==> config.mk <==
export PLATFORM = sky130hd
export DESIGN_NAME = inverter_loopback_tester
export DESIGN_NICKNAME = d
export VERILOG_FILES = /design/src/rtl/inverter_loopback_tester.sv
export SDC_FILE = /design/constraint.sdc
export NUM_CORES = 1
export LEC_CHECK = 0
export CORE_UTILIZATION = 58
export DETAILED_ROUTE_END_ITERATION = 7
export GPL_ROUTABILITY_DRIVEN = 0
export PLACE_DENSITY = 0.79
export SLEW_MARGIN = 20
export SYNTH_ARGS = -nofsm -noshare
export SYNTH_HDL_FRONTEND = slang
export SYNTH_SLANG_ARGS = --single-unit
==> constraint.sdc <==
create_clock -name clk -period 5.74 [get_ports clk]
set_input_delay 1.148 -clock clk [delete_from_list [all_inputs] [get_ports clk]]
set_output_delay 1.148 -clock clk [all_outputs]
set_load 0.1 [all_outputs]
==> src/rtl/inverter_loopback_tester.sv <==
// Stimulus/response tester for the on-tile analog inverter: toggles stim_out with LFSR-spaced gaps,
// checks the synchronized response for inversion and tracks latency. Optional INVERTER_MIN_LAT_EN adds min_lat.
module inverter_loopback_tester #(
  parameter int unsigned NUM_EDGES   = 64,
  parameter int unsigned TIMEOUT     = 200,
  parameter int unsigned SYNC_STAGES = 2,
  parameter logic [7:0]  LFSR_SEED   = 8'hA5
) (
  input  logic       clk,
  input  logic       rst,
  input  logic       start,
  input  logic       resp_in,
  output logic       stim_out,
  output logic       busy,
  output logic       done,
  output logic       pass,
  output logic [7:0] err_count,
  output logic [7:0] max_lat
`ifdef INVERTER_MIN_LAT_EN
  ,
  output logic [7:0] min_lat
`endif
);

  localparam logic [7:0] TIMEOUT_C = TIMEOUT[7:0];
  localparam logic [7:0] NUM_C     = NUM_EDGES[7:0];

  typedef enum logic [2:0] {
    S_IDLE,
    S_SETTLE,
    S_GAP,
    S_WAIT,
    S_DONE
  } state_t;

  state_t                 state_q;
  logic [SYNC_STAGES-1:0] sync_q;
  logic [7:0]             lfsr_q;
  logic [7:0]             cnt_q;
  logic [3:0]             gap_q;
  logic [7:0]             edge_q;
  logic                   stim_q;
  logic                   busy_q;
  logic                   done_q;
  logic                   pass_q;
  logic [7:0]             err_q;
  logic [7:0]             max_q;
`ifdef INVERTER_MIN_LAT_EN
  logic [7:0]             min_q;
`endif

  logic       rs;
  logic       match;
  logic       last_edge;
  logic [7:0] lfsr_d;
  logic [7:0] err_d;
  logic [7:0] cnt_d;
  logic [7:0] edge_d;

  assign rs        = sync_q[SYNC_STAGES-1];
  assign match     = (rs != stim_q);
  assign lfsr_d    = {lfsr_q[6:0], lfsr_q[7] ^ lfsr_q[5] ^ lfsr_q[4] ^ lfsr_q[3]};
  assign err_d     = (err_q == 8'hFF) ? err_q : err_q + 8'd1;
  assign cnt_d     = cnt_q + 8'd1;
  assign edge_d    = edge_q + 8'd1;
  assign last_edge = (edge_d == NUM_C);

  always_ff @(posedge clk or posedge rst) begin
    if (rst) begin
      sync_q <= '0;
    end else begin
      sync_q <= {sync_q[SYNC_STAGES-2:0], resp_in};
    end
  end

  // start is a one-cycle request honoured only in IDLE or DONE; pulses while busy are dropped.
  always_ff @(posedge clk or posedge rst) begin
    if (rst) begin
      state_q <= S_IDLE;
      lfsr_q  <= LFSR_SEED;
      cnt_q   <= 8'd0;
      gap_q   <= 4'd0;
      edge_q  <= 8'd0;
      stim_q  <= 1'b0;
      busy_q  <= 1'b0;
      done_q  <= 1'b0;
      pass_q  <= 1'b0;
      err_q   <= 8'd0;
      max_q   <= 8'd0;
`ifdef INVERTER_MIN_LAT_EN
      min_q   <= 8'hFF;
`endif
    end else begin
      case (state_q)
        S_IDLE, S_DONE: begin
          if (start) begin
            state_q <= S_SETTLE;
            lfsr_q  <= LFSR_SEED;
            cnt_q   <= 8'd0;
            edge_q  <= 8'd0;
            stim_q  <= 1'b0;
            busy_q  <= 1'b1;
            done_q  <= 1'b0;
            pass_q  <= 1'b0;
            err_q   <= 8'd0;
            max_q   <= 8'd0;
`ifdef INVERTER_MIN_LAT_EN
            min_q   <= 8'hFF;
`endif
          end
        end
        S_SETTLE: begin
          if (rs) begin
            state_q <= S_GAP;
            gap_q   <= lfsr_q[3:0];
          end else if (cnt_d >= TIMEOUT_C) begin
            err_q   <= err_d;
            state_q <= S_GAP;
            gap_q   <= lfsr_q[3:0];
          end else begin
            cnt_q <= cnt_d;
          end
        end
        S_GAP: begin
          if (gap_q == 4'd0) begin
            stim_q  <= ~stim_q;
            lfsr_q  <= lfsr_d;
            cnt_q   <= 8'd1;
            state_q <= S_WAIT;
          end else begin
            gap_q <= gap_q - 4'd1;
          end
        end
        S_WAIT: begin
          // A match wins over a timeout landing in the same cycle.
          if (match || (cnt_q >= TIMEOUT_C)) begin
            edge_q <= edge_d;
            if (match) begin
              if (cnt_q > max_q) max_q <= cnt_q;
`ifdef INVERTER_MIN_LAT_EN
              if (cnt_q < min_q) min_q <= cnt_q;
`endif
            end else begin
              err_q <= err_d;
            end
            if (last_edge) begin
              state_q <= S_DONE;
              busy_q  <= 1'b0;
              done_q  <= 1'b1;
              pass_q  <= match && (err_q == 8'd0);
            end else begin
              state_q <= S_GAP;
              gap_q   <= lfsr_q[3:0];
            end
          end else begin
            cnt_q <= cnt_d;
          end
        end
        default: state_q <= S_IDLE;
      endcase
    end
  end

  assign stim_out  = stim_q;
  assign busy      = busy_q;
  assign done      = done_q;
  assign pass      = pass_q;
  assign err_count = err_q;
  assign max_lat   = max_q;
`ifdef INVERTER_MIN_LAT_EN
  assign min_lat   = min_q;
`endif

endmodule

# After elaboration in Yosys (flattened, before gate mapping)
# Index checks and enable logic that the tools add are counted.
[totals]
ff_bits = 53
in_bits = 4
word_cells = 110
[op_classes]
add_sub_neg = 4
magnitude_cmp = 3
n_eq_ne = 21
muxes = 47
bitwise_logic = 4
reduce_logical = 19
[op_table]
columns = ["operator", "n"]
rows = [
  ["8-bit two-way mux", 16],
  ["8-bit one-hot mux with 2 select lines", 3],
  ["8-bit one-hot mux with 4 select lines", 1],
  ["2-bit != test (second input constant)", 13],
  ["8-bit by 1-bit adder with 8-bit output (second input constant)", 3],
  ["8-bit one-hot mux with 3 select lines", 1],
  ["4-bit two-way mux", 5],
  ["3-bit two-way mux", 6],
  ["8-bit >= comparator (second input constant)", 2],
  ["3-bit one-hot mux with 4 select lines", 1],
  ["4-bit one-hot mux with 3 select lines", 1],
  ["6-bit AND reduction", 2],
  ["5-bit AND reduction", 2],
  ["1-bit two-way mux", 9],
  ["8-bit by 7-bit == test with 1-bit output (second input constant)", 1],
  ["8-bit == test (second input constant)", 1],
  ["8-bit greater-than comparator", 1],
  ["8-bit logical NOT", 1],
  ["1-bit one-hot mux with 2 select lines", 4],
  ["4-bit AND reduction", 2],
  ["3-bit by 2-bit == test with 1-bit output (second input constant)", 2],
  ["3-bit AND reduction", 2],
  ["3-bit nonzero test", 2],
  ["4-bit logical NOT", 1],
  ["13 further kinds", 16],
]

# Longest topological paths before layout
[logic_depth]
word_depth = 5
depth_mapped = 9
depth_no_buf = 8

# Worst setup path before layout
# No wires, ideal clock.
[synth_timing]
path_kind = "reg-to-reg"
start = "reg err_q[0], in the netlist err_count[0]"
end = "reg err_q[7], in the netlist err_count[7]"
setup_time_ns = 0.163
t_arrival_ns = 2.378
required_time_ns = 5.577
path_slack_ns = 3.199
stages_incl_launch_ff = 8
path_buffers = 0
path_cell_list = "dfrtp_1 -> ha_1 -> and3_1 -> and3_1 -> a221oi_4 -> a21bo_2 -> o21ai_0 -> o41ai_2"
[synth_via]
elab_chain_len = 5
[synth_rtl]
columns = ["element", "line", "text"]
rows = [
  ["from (decl)", "46", "logic [7:0] err_q;"],
  ["from (signal assigned)", "117", "err_q <= err_d;"],
  ["from (signal assigned)", "144", "err_q <= err_d;"],
  ["8-bit by 1-bit adder with 8-bit output or 8-bit == test (tied branches)", "63", "assign err_d = (err_q == 8'hFF) ? err_q : err_q + 8'd1;"],
  ["8-bit two-way mux (*)", "63", ""],
  ["8-bit two-way mux (on tied branches)", "138, 116", ""],
  ["8-bit two-way mux (on tied branches)", "136, 113", ""],
  ["8-bit one-hot mux with 3 select lines (*)", "94", "case (state_q)"],
]
# Mark *: on every way between the ends. The rest lies on a longest branch, timed or not. The select of a mux whose other input is x is not followed.
# A chain may end at the register's enable or synchronous reset.

# Worst setup path after layout
[layout_timing]
start = "reg stim_q, in the netlist stim_out"
end = "out stim_out"
[layout_rtl]
columns = ["element", "line", "text"]
rows = [
  ["from (decl)", "42", "logic stim_q;"],
  ["from (signal assigned)", "126", "stim_q <= ~stim_q;"],
  ["to (decl)", "13", "output logic stim_out,"],
]
# No word-level cell between the ends.

==> metrics.cfg <==
[global_routing]
grt_remaining_overflow=0
grt_max_degree=54
grt_pass1_wl_um=12800
grt.total_usage_pct=26.6
antenna_found_initial=0
grt_pass1_vias=2736

[worst_setup_path]
crit_chain=clkdlybuf4s50_1
r2r_end=err_count[7]
cp_slowest_cell=clkdlybuf4s50_1
cp_num_buf_inv=1
rr_worst_depth=5
slowest_delay_ns=1.19
cp.required_ns=4.59
setup.worst_path.class=reg -> out
arrival_ns=1.98
path_depth=1
critPathMaxFanout=6
reg2reg_slack_ns=2.92
r2r-start=state_q[0]
cp-start-kind=flop
critPathCaptureType=primary output
critical_path.top_delay_family=buffers and inverters

[power]
p_leak_nw=1.62
p_per_area_nw_per_um2=528
power.total_mw=1.93
ir_worst_vdd_mv=0.313

[run]
cap_viol_max_count=0

[clocking]
cts_resized=0
cts_buffer_depth=2
cts_buffers=5
cts.htree.levels=2
tritoncts=built
cts_sinks=53
ctsRootBufferMaster=clkbuf_8
clk_pin_slew_ns=0.10
clk_latency_ns=0.31
cts_setup_buffers=0
ctsHoldBuffers=0

[sta]
fin_setup_tns_ns=0
maxClockFrequency_mhz=320
fin_skew_ns=0.00486
slew_headroom_pct=35.2
drv_slew=0
post-route-period-util_pct=54.5
hold_viol=0
finalSetupViolations=0
tightest_slew_ns=0.970
post-route-min-period_ns=3.13
rsz0062_at_grt=false

[layout]
diodes=0
drive_gt1_share_pct=11.0
fin_nets=390
area_delta_synth_final_pct=10.2
fill_cells=448
seq_area_um2=1330
multiInputGateArea_um2=1840

[logic_synthesis]
netlist_top_cells_area=dfrtp_1 (37%), o21ai_0 (6.0%), ha_1 (5.6%)
synth_most_common_cell=dfrtp_1
synth_seq_area_share_pct=40.0
synth_top_area_cell=dfrtp_1
synthesis.nets=371
ys_ff_latch=53
ys_async_sr_fraction_pct=100
syn_inst=352
ys_top_cells_by_count=dfrtp_1 (49), nand2_1 (42), o21ai_0 (40)
synth.distinct_cells=68
yosys.area.top_type_share_pct=36.8
ys.flop_type=dfrtp_1
synth.avg_cell_area_um2=9.46
yosysWarnings=0
synth-edff-count=0
synthesis.area_um2=3330

[floorplanning]
dieArea_um2=6050
num_rows=27
die_w_um=77.8
initial_core_util_pct=60.4
ioPinCount=24
dieHeight_um=77.8
coreArea_um2=5510

[routing]
routedWlPerCell_um=16.3
vias=2769
drtAntennaViolNets=0
drtIter0Drc=148
drtPass1Iterations=4
via_per_inst=6.24
drc=0
drt_wl_total_um=7220

[run_status]
status=completed

[min_path]
holdPathEnd=sync_q[1]
min_delay_path_depth=0
hp-class=reg -> reg
min-delay-start=sync_q[0]

[placed_design]
dpl.hpwl_um=4990
io_buffers=23

-- cell families after synthesis --
| family | count (synthesis) | synth area share [%] |
|---|---|---|
| fa+ha+maj | 15 | 5.64 |
| xor+xnor | 5 | 1.32 |
| buf+inv | 31 | 4.59 |
| flops | 53 | 40.0 |
| mux | 6 | 1.95 |
| compound gates | 110 | 26.1 |
| simple gates | 132 | 20.4 |
-- through the flow --
step	setup slack, ns	instance area [um2]	hold slack [ns]	utilization (%)	cells
2_1_floorplan	3.20	3330	0.331	-	352
3_3_place_gp	2.71	3580	0.333	65.0	436
3_5_place_dp	2.62	3580	0.345	65.0	436
4_1_cts	2.61	3670	0.368	66.6	444
5_1_grt	2.56	3670	0.371	66.6	444
6_report	2.61	3670	0.362	66.6	444
-- where the power goes --
| part | leakage, nW | switching (mW) | internal, mW |
|---|---|---|---|
| sequential | 0.680 | 0.160 | 0.500 |
| combinational | 0.901 | 0.713 | 0.349 |
| clock | 0.0374 | 0.126 | 0.0863 |
-- worst max path at each step --
stage | from | to | slack (ns)
2_1_floorplan | err_count[0] | err_count[7] | 3.20
3_3_place_gp | start | cnt_q[2] | 2.71
3_5_place_dp | start | cnt_q[2] | 2.62
4_1_cts | stim_out | stim_out | 2.61
5_1_grt | stim_out | stim_out | 2.56
6_report | stim_out | stim_out | 2.61
-- routing by layer --
layer	share of wire [%]	up-vias	track usage, %
met5	0	-	0
met2	48	73	42.5
li1	-	1330	-
met4	0.91	0	7.92
met1	46	1360	36.8
met3	4.5	6	4.82
-- state kept, by name, summed over array words and instances, names as in the netlist --
register	count
cnt_q	8
done	1
busy	1
pass	1
max_lat	8
state_q	3
gap_q	4
sync_q	2
stim_out	1
err_count	8
edge_q	8
lfsr_q	8
-- placed cells by master, fill, tap and decap left out, drive strengths merged, types with 4 or more instances in the layout --
| cell type | Yosys | layout |
|---|---|---|
| dfrtp | 49 | 49 |
| nand2 | 42 | 42 |
| o21ai | 41 | 41 |
| nor2 | 27 | 27 |
| clkdlybuf4s50 | 0 | 23 |
| inv | 18 | 18 |
| nand3 | 16 | 16 |
| ha | 15 | 15 |
| a21oi | 13 | 13 |
| nor3 | 11 | 11 |
| a22o | 10 | 10 |
| and3 | 9 | 9 |
| nand2b | 6 | 6 |
| clkbuf | 3 | 6 |
| xnor2 | 5 | 5 |
| a211o | 5 | 5 |
| a21o | 5 | 5 |
| mux2i | 5 | 5 |
| nor2b | 4 | 4 |
| o21a | 4 | 4 |
| dfstp | 4 | 4 |
| o41ai | 4 | 4 |
-- cell type report --
cell class,instances,share of cell area (%)
inverters,18,1.84
multi-input cells,268,50.3
well taps,72,2.46
clock buffers,6,1.98
clock inverters,2,0.410
flip-flops and latches,53,36.3
repair buffers,25,6.69
Power figures use the tool's default switching activity.
